[src/rtl/datapath_v2_pkg.sv]
// datapath_v2_pkg: shared select encodings and pair-load FSM states for datapath_v2
package datapath_v2_pkg;
  localparam logic [2:0] ACC_IN_REG = 3'd0, ACC_IN_DATA = 3'd1, ACC_IN_ALU = 3'd2, ACC_IN_IMM = 3'd3, ACC_IN_CARRY = 3'd4;
  localparam logic [1:0] REG_IN_ACC = 2'd0, REG_IN_ALU = 2'd1, REG_IN_DATA = 2'd2, REG_IN_INC = 2'd3;
  localparam logic [2:0] ALU_OP_ADD = 3'd0, ALU_OP_SUB = 3'd1, ALU_OP_ROL = 3'd2, ALU_OP_ROR = 3'd3, ALU_OP_CMA = 3'd4, ALU_OP_DAA = 3'd5;
  localparam logic [1:0] ALU_IN1_REG = 2'd0, ALU_IN1_DATA = 2'd1, ALU_IN1_IMM = 2'd2, ALU_IN1_ZERO = 2'd3;
  localparam logic [1:0] CIN_ZERO = 2'd0, CIN_ONE = 2'd1, CIN_CARRY = 2'd2, CIN_NCARRY = 2'd3;
  typedef enum logic [1:0] {PAIR_IDLE, PAIR_HI, PAIR_LO} pair_state_t;
endpackage

[src/rtl/alu_v2.sv]
// alu_v2: operand/carry-in mux and ADD/SUB/ROL/ROR/CMA/DAA on acc (a) vs selected in1; ports a,regval,data,imm,selects,carry in; result,carry_out,valid out
module alu_v2
  import datapath_v2_pkg::*;
#(
  parameter int WIDTH = 4
) (
  input  logic [WIDTH-1:0] a,
  input  logic [WIDTH-1:0] regval,
  input  logic [WIDTH-1:0] data,
  input  logic [WIDTH-1:0] imm,
  input  logic [1:0]       in1_sel,
  input  logic [1:0]       cin_sel,
  input  logic [2:0]       op,
  input  logic             carry,
  output logic [WIDTH-1:0] result,
  output logic             carry_out,
  output logic             valid
);
  logic [WIDTH-1:0] b;
  logic             cin;
  logic [WIDTH:0]   sum, dif, daa;
  assign b = in1_sel == ALU_IN1_REG ? regval : in1_sel == ALU_IN1_DATA ? data : in1_sel == ALU_IN1_IMM ? imm : '0;
  assign cin = cin_sel == CIN_ZERO ? 1'b0 : cin_sel == CIN_ONE ? 1'b1 : cin_sel == CIN_CARRY ? carry : ~carry;
  assign sum = {1'b0, a} + {1'b0, b} + (WIDTH+1)'(cin);
  assign dif = {1'b0, a} + {1'b0, ~b} + (WIDTH+1)'(cin);
  assign daa = (WIDTH == 4 && (a > WIDTH'(9) || carry)) ? {1'b1, a + WIDTH'(6)} : {carry, a};
  assign {carry_out, result} = op == ALU_OP_ADD ? sum : op == ALU_OP_SUB ? dif : op == ALU_OP_ROL ? {a, carry} :
                               op == ALU_OP_ROR ? {a[0], carry, a[WIDTH-1:1]} : op == ALU_OP_CMA ? {carry, ~a} : daa;
  assign valid = op <= ALU_OP_DAA;
endmodule

[src/rtl/datapath_v2.sv]
// datapath_v2: acc/carry/register-file datapath with branch test, ISZ support and even/odd pair-load sequencer; strobes in, regval/pair_val/acc/carry_out/take_branch/inc_is_zero/pair_busy/pair_done out
module datapath_v2
  import datapath_v2_pkg::*;
#(
  parameter int WIDTH = 4,
  parameter int NUM_REGS = 16,
  localparam int RA_W = $clog2(NUM_REGS)
) (
  input  logic                clock,
  input  logic                reset,
  input  logic                halt,
  input  logic [WIDTH-1:0]    data,
  input  logic                test,
  input  logic [WIDTH-1:0]    imm,
  input  logic [RA_W-1:0]     reg_sel,
  input  logic [3:0]          cond,
  input  logic                clear_carry,
  input  logic                write_carry,
  input  logic                clear_accumulator,
  input  logic                write_accumulator,
  input  logic [2:0]          acc_input_sel,
  input  logic                write_register,
  input  logic [1:0]          reg_input_sel,
  input  logic [2:0]          alu_op,
  input  logic [1:0]          alu_in1_sel,
  input  logic [1:0]          alu_cin_sel,
  input  logic                pair_load_start,
  input  logic [RA_W-2:0]     pair_sel,
  output logic [WIDTH-1:0]    regval,
  output logic [2*WIDTH-1:0]  pair_val,
  output logic [WIDTH-1:0]    acc,
  output logic                carry_out,
  output logic                take_branch,
  output logic                inc_is_zero,
  output logic                pair_busy,
  output logic                pair_done
);
  logic [WIDTH-1:0] rf [NUM_REGS];
  logic [WIDTH-1:0] alu_res, acc_nx, reg_nx;
  logic             alu_cout, alu_ok, acc_ok, reg_ok, t;
  logic [RA_W-2:0]  pair;
  pair_state_t      state, state_nx;
  assign regval = rf[reg_sel];
  assign pair_val = {rf[{pair_sel, 1'b0}], rf[{pair_sel, 1'b1}]};
  alu_v2 #(.WIDTH(WIDTH)) alu (
    .a(acc), .regval(regval), .data(data), .imm(imm),
    .in1_sel(alu_in1_sel), .cin_sel(alu_cin_sel), .op(alu_op), .carry(carry_out),
    .result(alu_res), .carry_out(alu_cout), .valid(alu_ok)
  );
  always_comb begin
    acc_nx = acc_input_sel == ACC_IN_REG ? regval : acc_input_sel == ACC_IN_DATA ? data :
             acc_input_sel == ACC_IN_ALU ? alu_res : acc_input_sel == ACC_IN_IMM ? imm : {{(WIDTH-1){1'b0}}, carry_out};
    acc_ok = acc_input_sel <= ACC_IN_CARRY && (acc_input_sel != ACC_IN_ALU || alu_ok);
    reg_nx = reg_input_sel == REG_IN_ACC ? acc : reg_input_sel == REG_IN_ALU ? alu_res :
             reg_input_sel == REG_IN_DATA ? data : regval + WIDTH'(1);
    reg_ok = reg_input_sel != REG_IN_ALU || alu_ok;
    state_nx = state == PAIR_IDLE ? (pair_load_start ? PAIR_HI : PAIR_IDLE) : state == PAIR_HI ? PAIR_LO : PAIR_IDLE;
  end
  assign t = (cond[0] & test) | (cond[1] & carry_out) | (cond[2] & (acc == '0));
  assign take_branch = cond[3] ? ~t : t;
  assign inc_is_zero = &regval;
  assign pair_busy = state != PAIR_IDLE;
  assign pair_done = state == PAIR_LO && !halt && !reset;
  always_ff @(posedge clock)
    if (reset) state <= PAIR_IDLE;
    else if (!halt) state <= state_nx;
  always_ff @(posedge clock)
    if (reset) begin
      acc <= '0;
      carry_out <= 1'b1;
      pair <= '0;
      for (int i = 0; i < NUM_REGS; i++) rf[i] <= '0;
    end else if (!halt) begin
      if (state == PAIR_IDLE && pair_load_start) pair <= pair_sel;
      if (clear_carry) carry_out <= 1'b0;
      else if (write_carry && alu_ok) carry_out <= alu_cout;
      if (clear_accumulator) acc <= '0;
      else if (write_accumulator && acc_ok) acc <= acc_nx;
      if (state != PAIR_IDLE) rf[{pair, state == PAIR_LO}] <= data;
      else if (write_register && reg_ok) rf[reg_sel] <= reg_nx;
    end
endmodule

[config.mk]
export PLATFORM = sky130hd
export DESIGN_NAME = datapath_v2
export DESIGN_NICKNAME = d
export VERILOG_FILES = /design/src/rtl/datapath_v2_pkg.sv /design/src/rtl/alu_v2.sv /design/src/rtl/datapath_v2.sv
export SDC_FILE = /design/constraint.sdc
export NUM_CORES = 1
export LEC_CHECK = 0
export BUFFER_PORTS_ARGS = -buffer_cell sky130_fd_sc_hd__buf_2
export CELL_PAD_IN_SITES_DETAIL_PLACEMENT = 0
export CELL_PAD_IN_SITES_GLOBAL_PLACEMENT = 1
export CORE_UTILIZATION = 47
export DETAILED_ROUTE_END_ITERATION = 7
export GPL_TIMING_DRIVEN = 0
export MAX_ROUTING_LAYER = met4
export PLACE_DENSITY_LB_ADDON = 0.1
export SLEW_MARGIN = 20
export SYNTH_ARGS = -nofsm -noshare
export SYNTH_HDL_FRONTEND = slang
export SYNTH_SLANG_ARGS = --single-unit
[constraint.sdc]
create_clock -name clock -period 6.39 [get_ports clock]
set_input_delay 1.278 -clock clock [delete_from_list [all_inputs] [get_ports clock]]
set_output_delay 1.278 -clock clock [all_outputs]
set_load 0.03 [all_outputs]
---- After elaboration in Yosys (flattened, before gate mapping) ----
Memory sizes are Yosys's and may differ from the RTL's.
Cells that the tools add are included.
word-level totals
  output and inout bits ................... 21
  bits in registers ....................... 10
  input bits .............................. 41
  memories kept ........................... 1
  bits in writable memories ............... 64
memory list
  memory  depth  bits a word  rd ports  clocked after Yosys merged registers in  write ports  line               source
  rf      16     4            3         0                                        16           datapath_v2.sv:38  logic [WIDTH-1:0] rf [NUM_REGS];
cells by class
  reductions and logical operators ........ 29
  multiplexer cells ....................... 44
  eq/ne operators ......................... 18
  order comparisons ....................... 3
  $add $sub $neg .......................... 6
  bitwise operators ....................... 10
operator list
  cell                                                                   count
  4-bit 2-to-1 mux                                                       16
  5-bit 2-to-1 mux                                                       6
  1-bit 2-to-1 mux                                                       20
  3-bit by 2-bit equality test with 1-bit output, second input constant  4
  4-bit by 4-bit adder with 5-bit output                                 2
  5-bit by 1-bit adder with 5-bit output                                 2
  2-bit by 1-bit equality test with 1-bit output, second input constant  4
  2-bit equality test, second input constant                             4
  2-bit zero test                                                        4
  4-bit inverter                                                         2
  4-bit AND reduction                                                    2
  4-bit OR reduction                                                     2
  1-bit logical AND                                                      7
  3-bit by 1-bit equality test with 1-bit output, second input constant  2
  3-bit less-or-equal comparator, second input constant                  2
  3-bit zero test                                                        2
  6-bit by 2-bit != test with 1-bit output, second input constant        1
  2-bit nonzero test                                                     3
  6-bit nonzero test                                                     1
  4-bit by 1-bit adder with 4-bit output, second input constant          1
  4-bit by 3-bit adder with 4-bit output, second input constant          1
  4-bit greater-than comparator, second input constant                   1
  4-bit zero test                                                        1
  2-bit 2-to-1 mux                                                       2
  9 further kinds                                                        18

---- Longest topological paths before layout ----
Gate-level depths: netlist of run 1.
  word-level depth ........................ 14
  mapped depth ............................ 17

---- Modules after synthesis ----
From an unflattened synthesis of run 1, not the netlist that was laid out.
second synthesis, totals
  cell total of the unflattened synthesis .. 460
  area, all modules ....................... 5,146.2 um2
modules (own cells, without submodules)
  module       times used  area each (um2)  cells an instance
  datapath_v2  1           4,337.9          346
  alu_v2       1           808.3            114

---- Worst setup path before layout of run 1 ----
Ideal clock, no wire load.
  kind .................................... input-to-reg
  start ................................... input port reg_sel[0]
  end ..................................... memory rf[10][1] (data pin)
  stages on the path ...................... 16
  arrival time ............................ 5.005 ns
  required time ........................... 6.120 ns
  setup slack ............................. 1.114 ns
  path through ............................ buf_6 mux4_2 a22o_1 a221oi_4 nor2_1 a21oi_1 o21ai_0 fa_1 inv_1 fa_1 mux4_2 o22ai_1 a211oi_1 o21ai_1 clkbuf_1 a21oi_1
RTL lines
  element          line               source
  start, declared  datapath_v2.sv:15  input logic [RA_W-1:0] reg_sel,
  end, declared    datapath_v2.sv:38

==> impl_metrics.env, run 1 <==
export IMPL_slew_viol_final=0
export IMPL_cap_viol_max_count=0
export IMPL_dp_hpwl_um=12600
export IMPL_cts_tree="done"
export IMPL_grt_usage_pct=29.8
export IMPL_synth_top_cell_by_area="edfxtp_1"
export IMPL_multiInputGateArea_um2=2940
export IMPL_nFillCells=936
export IMPL_fin_nets=606
export IMPL_cts_setup_buffers=0
export IMPL_io_buffers=53
export IMPL_cts_clk_slew_worst_paths_ps=80
export IMPL_post_dp_cell_area_um2=5730
export IMPL_synthFlopType="edfxtp_1"
export IMPL_insertion_delay_ps=370
export IMPL_cts_max_level=3
export IMPL_antenna_cells=0
export IMPL_dp_cells=680
export IMPL_yosys_top_cells_area="edfxtp_1, mux4_2, a21oi_1"
export IMPL_rsz0062_at_grt="no"
export IMPL_endpoint_kind="flip-flop"
export IMPL_synth_avg_cell_area_um2=10.9
export IMPL_async_flop_share_pct=0
export IMPL_hp_class="flip-flop to flip-flop"
export IMPL_worstPathArrival_ps=5980
export IMPL_synth_top_area_share_pct=36.3
export IMPL_yosys_warnings=0
export IMPL_syn2layout_area_growth_pct=12.4
export IMPL_path_buf_inv=3
export IMPL_start_util_pct=48.6
export IMPL_max_stage_delay_ps=550
export IMPL_period_needed_ps=5880
export IMPL_holdBufCountCts=0
export IMPL_ff2ff_setup_slack_ps=1180
export IMPL_critical_path_cell_chain="buf_6 > mux4_2 > a22o_1 > a221oi_4 > nor2_1 > a21oi_1 > o21ai_0 > fa_1 > inv_1 > fa_1 > mux4_2 > o22ai_1 > a211oi_1 > o21ai_1 > clkbuf_1 > a21oi_1"
export IMPL_outcome="complete, no violations"
export IMPL_final_cell_area_um2=5950
export IMPL_regArea_um2=2120
export IMPL_finalSetupTns_ps=0
export IMPL_whs_ps=546
export IMPL_drc=0
export IMPL_cp_startpoint="reg_sel[0]"
export IMPL_grt_max_degree=14
export IMPL_die_area_um2=11700
export IMPL_drt_pre_antenna_iters=5
export IMPL_reg2reg_to="rf[2][1]"
export IMPL_wl_per_cell_um=23.0
export IMPL_routabilityCongestion=0.894
export IMPL_clock_root_buffer="clkbuf_8"
export IMPL_power_w=0.00124
export IMPL_min_path_cells=2
export IMPL_ctsResizeCount=0
export IMPL_skew_ps=7.69
export IMPL_core_area_um2=10900
export IMPL_setup_violations=0
export IMPL_synth_edff_count=64
export IMPL_hold_path_startpoint="state[0]"
export IMPL_power_leakage_nw=2.23
export IMPL_peakVddDrop_mv=0.175
export IMPL_yosys_register_bits=74
export IMPL_numCtsBuffers=9
export IMPL_wirelength_um=16000
export IMPL_synth_cell_types=62
export IMPL_vias_per_cell=6.32
export IMPL_die_height_um=108
export IMPL_tightest_slew_ps=899
export IMPL_num_vias=4399
export IMPL_grt_pass1_vias=4038
export IMPL_clock_path_buffers=2
export IMPL_ant_nets=0
export IMPL_slew_headroom_pct=40.0
export IMPL_post_route_period_util_pct=92.0
export IMPL_cp_required_ps=6490
export IMPL_first_iter_violations=455
export IMPL_final_hold_violation_count=0
export IMPL_netlist_area_um2=5290
export IMPL_crit_path_max_fanout=10
export IMPL_synth_commonest_cells="edfxtp_1, nor2_1, a21oi_1"
export IMPL_cp_start_kind="input pin"
export IMPL_yosysMostFrequentCell="edfxtp_1"
export IMPL_reg2reg_depth=15
export IMPL_synth_nets=542
export IMPL_synthCells=487
export IMPL_io_pins=62
export IMPL_r2r_start="rf[0][0]"
export IMPL_fp_dieW_um=108
export IMPL_critPathKind="input pin to flip-flop"
export IMPL_num_rows=38
export IMPL_yosysSeqAreaShare_pct=40.1
export IMPL_drive_above_1_share_pct=25.0
export IMPL_grt_overflow=0
export IMPL_clkSinkCount=74
export IMPL_fin_cells=696
export IMPL_power_density_nw_per_um2=209
export IMPL_antenna_found_initial=0
export IMPL_critPathTopFamily="compound AO/OA/AOI/OAI gates"
export IMPL_fmax_mhz=170
export IMPL_holdPathEnd="state[1]"
export IMPL_cpMaxStageDelayCell="mux4_2"
export IMPL_grt_pass1_wl_um=24200
==> placed cells by master (no fill, tap or decap), types with 9 or more instances in the layout <==
| master | Yosys | final |
|---|---|---|
| buf_2 | 5 | 58 |
| inv_1 | 17 | 17 |
| nor3_1 | 24 | 24 |
| a21oi_2 | 11 | 11 |
| nand2_1 | 32 | 32 |
| mux2i_1 | 11 | 11 |
| nor2_1 | 49 | 49 |
| clkbuf_8 | 0 | 9 |
| ha_1 | 10 | 10 |
| a21oi_1 | 44 | 44 |
| nand2b_1 | 23 | 23 |
| edfxtp_1 | 64 | 64 |
| dfxtp_1 | 10 | 10 |
| mux4_2 | 33 | 33 |
| clkbuf_1 | 20 | 20 |
==> cell families (layout without fill, tap and decap cells) <==
family,Yosys count,count (layout),share of synthesized area (%)
AND/OR/NAND/NOR,164,164,15.2
AO/OA/AOI/OAI,126,126,17.3
flip-flops,74,74,40.1
multiplexers,53,53,18.3
buffers and inverters,51,120,4.30
adder cells (fa/ha/maj),14,14,3.88
XOR/XNOR,5,5,0.828
==> stage by stage <==
| stage | util [%] | setup slack (ps) |
|---|---|---|
| after floorplan | - | 1110 |
| after global placement | 52.6 | 260 |
| after detailed placement | 52.6 | 205 |
| after CTS | 54.6 | 581 |
| after global routing | 54.6 | 233 |
| final | 54.6 | 512 |
==> layout make-up <==
cell class                 count  area share (%)
multi-input combinational    362            49.4
sequential                    74            35.7
timing repair buffer          53            4.46
tap                          140            2.94
buffer                        33            2.69
clock buffer                   9            2.08
clock inverter                 7            1.58
inverter                      18            1.14
==> report_power, final <==
group          internal (W)  switching (W)  leakage (nW)
combinational      0.000105       0.000172          1.38
clock              0.000219       0.000189         0.107
sequential         0.000543      0.0000147         0.743
==> worst max path at each step <==
stage,slack [ps],end,depth (start not counted)
detailed placement,210,rf[2][1],16
floorplan,1110,rf[10][1],16
global placement,260,rf[2][1],16
finish,510,rf[2][1],16
global route,230,rf[2][1],16
CTS,580,rf[2][1],16
==> layer usage <==
layer  wire length [um]  track usage, %  up-vias
li1                   -               -     1994
met4                242            6.95        0
met2               6900            41.1      201
met1               7500            45.3     2181
met5                  0               -        -
met3               1390            5.18       23
==> flip-flops by register name, summed over array words and instances (netlist names) <==
name / flops
carry_out: 1
acc: 4
rf: 64
pair: 3
state: 2
==> tightest hold or removal path, stage by stage (launching register included) <==
cell and delay (ps):
dfxtp_1 370, nand2_1 80, a21oi_1 50
(Power assumes the default switching activity.)
==> run 2: changes to the inputs <==
- SYNTH_HIERARCHICAL: not set -> 1
==> run 2 against run 1 <==
Effect of this change: synthesized cell count is 5.5% lower; sequential share of layout area is 0.96 points higher; total power increased by 0.30%; design area is 2.6% lower; worst setup slack got worse by 170 ps; core utilization increased by 0.74 points; clock power grew 3%; clock skew rose by 9.0 ps; via count fell by 6.4%; critical path type unchanged.
==> impl_metrics.env, run 2 <==
export IMPL_cts_clk_slew_worst_paths_ps=80
export IMPL_tightest_slew_ps=799
export IMPL_rsz0062_at_grt="no"
export IMPL_skew_ps=16.7
export IMPL_io_pins=62
export IMPL_ant_nets=0
export IMPL_final_cell_mix="edfxtp_1, buf_2, nor2_1, mux4_2, nand2_1"
export IMPL_crit_path_max_fanout=19
export IMPL_period_needed_ps=6050
export IMPL_worstPathArrival_ps=6150
export IMPL_slew_headroom_pct=46.6
export IMPL_final_hold_violation_count=0
export IMPL_syn2layout_area_growth_pct=12.6
export IMPL_critPathKind="input pin to flip-flop"
export IMPL_clock_power_share_pct=33.8
export IMPL_seqPwrFrac_pct=44.7
export IMPL_cts_tree="done"
export IMPL_clock_root_buffer="clkbuf_8"
export IMPL_post_route_period_util_pct=94.7
export IMPL_power_density_nw_per_um2=215
export IMPL_dp_hpwl_um=11200
export IMPL_drive_above_1_share_pct=29.0
export IMPL_whs_ps=503
export IMPL_clkSinkCount=74
export IMPL_synth_nets=514
export IMPL_clock_path_buffers=2
export IMPL_cp_required_ps=6490
export IMPL_drt_pre_antenna_iters=5
export IMPL_nFillCells=967
export IMPL_insertion_delay_ps=370
export IMPL_numCtsBuffers=9
export IMPL_cp_start_kind="input pin"
export IMPL_die_area_um2=11400
export IMPL_io_buffers=50
export IMPL_critPathTopFamily="multiplexers"
export IMPL_grt_max_degree=16
export IMPL_combPwrFrac_pct=21.5
export IMPL_start_util_pct=49.2
export IMPL_die_height_um=107
export IMPL_routabilityCongestion=0.902
export IMPL_grt_pass1_wl_um=22600
export IMPL_netlist_area_um2=5150
export IMPL_synth_top_cell_by_area="edfxtp_1"
export IMPL_outcome="complete, no violations"
export IMPL_wl_per_cell_um=21.8
export IMPL_synth_edff_count=64
export IMPL_fin_nets=574
export IMPL_yosysMostFrequentCell="edfxtp_1"
export IMPL_yosys_top_cells_area="edfxtp_1, mux4_2, nor2_1"
export IMPL_async_flop_share_pct=0
export IMPL_reg_top3="rf: 64 flops, acc: 4 flops, pair: 3 flops"
export IMPL_first_iter_violations=368
export IMPL_num_vias=4119
export IMPL_slew_viol_final=0
export IMPL_finalSetupTns_ps=0
export IMPL_wirelength_um=14400
export IMPL_synthCells=460
export IMPL_synth_top_area_share_pct=37.3
export IMPL_endpoint_kind="flip-flop"
export IMPL_power_leakage_nw=2.17
export IMPL_swShare_pct=30.1
export IMPL_yosys_register_bits=74
export IMPL_power_w=0.00125
export IMPL_grt_usage_pct=27.8
export IMPL_cts_setup_buffers=0
export IMPL_yosys_warnings=6
export IMPL_cap_viol_max_count=0
export IMPL_path_buf_inv=4
export IMPL_drc=0
export IMPL_vias_per_cell=6.21
export IMPL_yosysSeqAreaShare_pct=41.2
export IMPL_antenna_found_initial=2
export IMPL_cpMaxStageDelayCell="mux2i_1"
export IMPL_critical_path_cell_chain="buf_2 > mux4_2 > a22oi_1 > nand2_1 > mux2i_1 > o21ai_0 > inv_1 > fa_1 > inv_1 > fa_1 > nor3_1 > a211oi_2 > a31oi_1 > a21oi_1 > mux4_2 > mux2i_1 > clkbuf_2 > nor2_1"
export IMPL_synth_cell_types=67
export IMPL_max_stage_delay_ps=560
export IMPL_grt_pass1_vias=3964
export IMPL_regMostFlops="rf"
export IMPL_num_rows=37
export IMPL_fp_dieW_um=107
export IMPL_p_int_w=0.000871
export IMPL_cts_max_level=3
export IMPL_switchingPower_w=0.000375
export IMPL_grt_overflow=0
export IMPL_fmax_mhz=165
export IMPL_synthFlopType="edfxtp_1"
export IMPL_peakVddDrop_mv=0.136
export IMPL_final_common_cell="edfxtp_1"
export IMPL_largest_register_ffs=64
export IMPL_synth_avg_cell_area_um2=11.2
export IMPL_core_area_um2=10500
export IMPL_setup_violations=0
export IMPL_synth_commonest_cells="edfxtp_1, nor2_1, mux4_2"
export IMPL_hp_class="flip-flop to flip-flop"
-- run 2: cell types whose count changed in the layout (fill, tap and decap cells not counted), sizes merged, moves of 4 or more --
cell | previous run | this run
a211oi | 8 | 4
a21oi | 55 | 14
clkbuf | 29 | 20
nor2 | 49 | 70
o21ai | 11 | 23
-- run 2: final timing paths --
kind / from / to / slack [ps] / cells past startpoint
setup reg to reg: rf[0][0] / rf[9][1] / 1340 / 17
setup / recovery: reg_sel[0] / rf[9][1] / 340 / 18
hold / removal: state[1] / state[1] / 500 / 2
hold reg to reg: state[1] / state[1] / 500 / 2
-- run 2: worst register-to-register path, cell delays in order, from the launching register on --
cell      delay, ps
edfxtp_1        370
mux4_2          280
a22oi_1          90
nand2_1         280
mux2i_1         110
o21ai_0         510
inv_1           130
fa_1            450
inv_1            90
fa_1            420
nor3_1          180
a211oi_2         70
a31oi_1         150
a21oi_1         110
mux4_2          480
mux2i_1         560
clkbuf_2        420
nor2_1           80
-- run 2: through the flow --
stage	setup WS, ps	cells	instance area [um^2]	util [%]
floorplan	747	460	5150	-
global placement	-391	646	5570	53.2
detailed placement	-497	646	5570	53.2
CTS	50.5	662	5790	55.4
global route	71.4	663	5790	55.4
finish	342	663	5790	55.4
-- run 2: area by class of cell --
class | instances | area, um^2 | share of cell area (%)
antenna | 2 | 5.00 | 0.0864
inverter | 17 | 63.8 | 1.10
tap | 136 | 170 | 2.94
buffer | 29 | 176 | 3.04
clock buffer | 9 | 124 | 2.14
clock inverter | 7 | 101 | 1.75
timing repair buffer | 50 | 250 | 4.32
sequential | 74 | 2120 | 36.6
multi-input combinational | 339 | 2780 | 48.0
-- run 2: cells by family after synthesis --
| logic type | count (synthesis) | share of synthesized area (%) |
|---|---|---|
| buf+inv | 47 | 4.72 |
| compound gates | 84 | 11.9 |
| fa+ha+maj | 13 | 3.74 |
| flops | 74 | 41.2 |
| mux | 60 | 20.9 |
| simple gates | 176 | 16.5 |
| xor+xnor | 6 | 1.02 |
-- run 2: metal layers --
metal	GRT usage, %	wire [um]
met4	9.59	346
met3	3.65	1120
met2	41.5	6700
met5	-	0
met1	39.3	6280
-- run 2: power groups by stage --
| stage | Sequential (W) | Clock (W) | Combinational (W) |
|---|---|---|---|
| floorplan | 0.000562 | 0 | 0.000189 |
| global placement | 0.000566 | 0 | 0.000261 |
| detailed placement | 0.000568 | 0 | 0.000264 |
| CTS | 0.000556 | 0.000423 | 0.000266 |
| global route | 0.000559 | 0.000439 | 0.000288 |
| finish | 0.000557 | 0.000422 | 0.000268 |
-- run 2: repair_timing --
action / 4_1_cts / 5_1_grt
cloned: 0 / 0
setup endpoints to repair: 10 / 10
gates resized for setup: 1 / 0
hold buffers: 0 / 0
==> run 3: changes to the inputs <==
- ABC_AREA: not set -> 1
- CORE_UTILIZATION: 47 -> 43
==> run 3 against run 2 <==
Effect of this change: clock-buffer cell count grew 1; worst hold slack gained 22 ps; die area grew 14%; first-iteration DRC count grew 59%; critical path depth grew 1; clock power grew 19%; cell count grew 49%; sequential power is essentially flat; design area grew 6.6%; critical path type unchanged; highest routed layer unchanged.
==> impl_metrics.env, run 3 <==
export IMPL_rsz0062_at_grt="no"
export IMPL_synth_top_area_share_pct=35.7
export IMPL_wl_per_cell_um=18.3
export IMPL_post_route_period_util_pct=85.4
export IMPL_clkSinkCount=74
export IMPL_io_buffers=56
export IMPL_dp_hpwl_um=13900
export IMPL_io_pins=62
export IMPL_synthCells=747
export IMPL_synth_top_cell_by_area="edfxtp_1"
export IMPL_min_path_cells=2
export IMPL_synth_edff_count=64
export IMPL_r2r_start="rf[7][0]"
export IMPL_final_common_cell="nand2_1"
export IMPL_yosys_warnings=6
export IMPL_setup_violations=0
export IMPL_grt_pass1_wl_um=27600
export IMPL_post_dp_cell_area_um2=5880
export IMPL_syn2layout_area_growth_pct=14.6
export IMPL_ctsResizeCount=0
export IMPL_clock_path_buffers=2
export IMPL_critPathTopFamily="compound AO/OA/AOI/OAI gates"
export IMPL_skew_ps=6.71
export IMPL_insertion_delay_ps=340
export IMPL_finalSetupTns_ps=0
export IMPL_critPathKind="input pin to flip-flop"
export IMPL_routabilityCongestion=0.946
export IMPL_numCtsBuffers=9
export IMPL_grt_usage_pct=29.8
export IMPL_cp_required_ps=6470
export IMPL_holdBufCountCts=0
export IMPL_outcome="complete, no violations"
export IMPL_ant_nets=0
export IMPL_synth_commonest_cells="nand2_1, inv_1, nor2_1"
export IMPL_ff2ff_setup_slack_ps=1770
export IMPL_cts_clk_slew_worst_paths_ps=50
export IMPL_grt_overflow=0
export IMPL_path_buf_inv=6
export IMPL_antenna_found_initial=0
export IMPL_endpoint_kind="flip-flop"
export IMPL_antenna_cells=0
export IMPL_cts_tree="done"
export IMPL_grt_pass1_vias=4981
export IMPL_grt_max_degree=14
export IMPL_final_cell_area_um2=6180
export IMPL_cp_start_kind="input pin"
export IMPL_reg2reg_depth=18
export IMPL_critical_path_cell_chain="buf_2 > inv_2 > buf_6 > nand3_1 > nand3_1 > nand3_1 > nand2_1 > o21ai_0 > inv_1 > fa_1 > fa_1 > a21oi_1 > nand2_1 > nand2_1 > inv_1 > o221ai_1 > a22oi_1 > buf_2 > nor2_1"
export IMPL_power_leakage_nw=2.79
export IMPL_synthFlopType="edfxtp_1"
export IMPL_wirelength_um=18100
export IMPL_cts_max_level=3
export IMPL_cap_viol_max_count=0
export IMPL_tightest_slew_ps=797
export IMPL_worstPathArrival_ps=5540
export IMPL_cpMaxStageDelayCell="a22oi_1"
export IMPL_yosysSeqAreaShare_pct=39.4
export IMPL_netlist_area_um2=5390
export IMPL_max_stage_delay_ps=620
export IMPL_drive_above_1_share_pct=16.0
export IMPL_synth_nets=801
export IMPL_drt_pre_antenna_iters=5
export IMPL_start_util_pct=44.5
export IMPL_reg2reg_to="rf[10][1]"
export IMPL_clock_root_buffer="clkbuf_16"
export IMPL_final_hold_violation_count=0
export IMPL_period_needed_ps=5460
export IMPL_core_area_um2=12100
export IMPL_cts_setup_buffers=0
export IMPL_synth_avg_cell_area_um2=7.22
export IMPL_yosysMostFrequentCell="nand2_1"
export IMPL_slew_headroom_pct=46.9
export IMPL_synth_cell_types=47
export IMPL_vias_per_cell=5.51
export IMPL_crit_path_max_fanout=10
export IMPL_hp_class="flip-flop to flip-flop"
export IMPL_regMostFlops="rf"
export IMPL_power_density_nw_per_um2=221
export IMPL_drc=0
export IMPL_reg_top3="rf: 64 flops, acc: 4 flops, pair: 3 flops"
export IMPL_die_height_um=114
export IMPL_num_vias=5436
export IMPL_num_rows=40
export IMPL_fmax_mhz=183
export IMPL_hold_path_startpoint="state[0]"
export IMPL_slew_viol_final=0
export IMPL_yosys_top_cells_area="edfxtp_1, nand2_1, inv_1"
export IMPL_async_flop_share_pct=0
export IMPL_final_cell_mix="nand2_1, inv_1, nor2_1, buf_2, edfxtp_1"
export IMPL_holdPathEnd="state[0]"
export IMPL_largest_register_ffs=64
export IMPL_fin_util_pct=51.0
export IMPL_peakVddDrop_mv=0.174
export IMPL_die_area_um2=13000
export IMPL_yosys_register_bits=74
export IMPL_fin_nets=868
export IMPL_fp_dieW_um=114
export IMPL_first_iter_violations=584
-- run 3: cell count changes after synthesis, sizes merged, moves of 20 or more --
cell and change:
nand2 +146, mux4 -37, inv +94, o21ai +44, a21oi +39, nand3 +57, nand2b -20, nor2 +29
-- run 3: cells by family after synthesis --
family / after synthesis / synth area share (%)
buffers and inverters: 142 / 11.1
DFF: 74 / 39.4
AOI/OAI and AO/OA: 158 / 17.1
adders and majority gates: 13 / 3.57
and+or+nand+nor: 357 / 28.3
xor gates and xnor gates: 3 / 0.488
-- run 3: worst max path at each step --
stage | cells past startpoint | to | start | slack, ps
4_1_cts | 19 | rf[10][1] | reg_sel[1] | 980
3_5_place_dp | 19 | rf[10][1] | reg_sel[1] | 660
3_3_place_gp | 19 | rf[7][1] | reg_sel[1] | 660
6_report | 19 | rf[10][1] | reg_sel[1] | 930
2_1_floorplan | 19 | rf[0][1] | reg_sel[1] | 1700
5_1_grt | 19 | rf[11][1] | reg_sel[1] | 730
-- run 3: worst min-delay path: stages (launching register included) --
cell and delay [ps]:
dfxtp_1 340, nand2_1 80, a21oi_1 50
-- run 3: layout make-up --
type / instances / area [um^2]
plain buffers: 30 / 179
clock buffers: 10 / 229
clock inverters: 6 / 67.6
fillers: 1234 / 5930
inverters: 112 / 420
multi-input cells: 531 / 2670
flip-flops and latches: 74 / 2120
well taps: 168 / 210
repair buffers: 56 / 280
-- run 3: report_power, final --
group          switching, W  internal, W  total [W]
sequential        0.0000143     0.000545   0.000559
combinational      0.000214    0.0000892   0.000304
clock              0.000199     0.000303   0.000501
-- run 3: per-layer routing --
metal | up-vias | global-route usage, % | share of wire, %
met5 | - | - | 0
met4 | 0 | 9.52 | 2.4
met2 | 240 | 44.5 | 45
met1 | 2553 | 40.6 | 44
li1 | 2605 | - | -
met3 | 38 | 6.11 | 8.3
-- run 3: stage by stage --
step                      hold slack, ps  instances  total power (W)  setup slack (ps)
after detailed placement             521        971         0.000868               660
after global routing                 549        987          0.00142               726
after global placement               508        971         0.000863               662
final                                525        987          0.00136               934
after CTS                            529        987          0.00136               976
after floorplan                      492        747         0.000763              1700
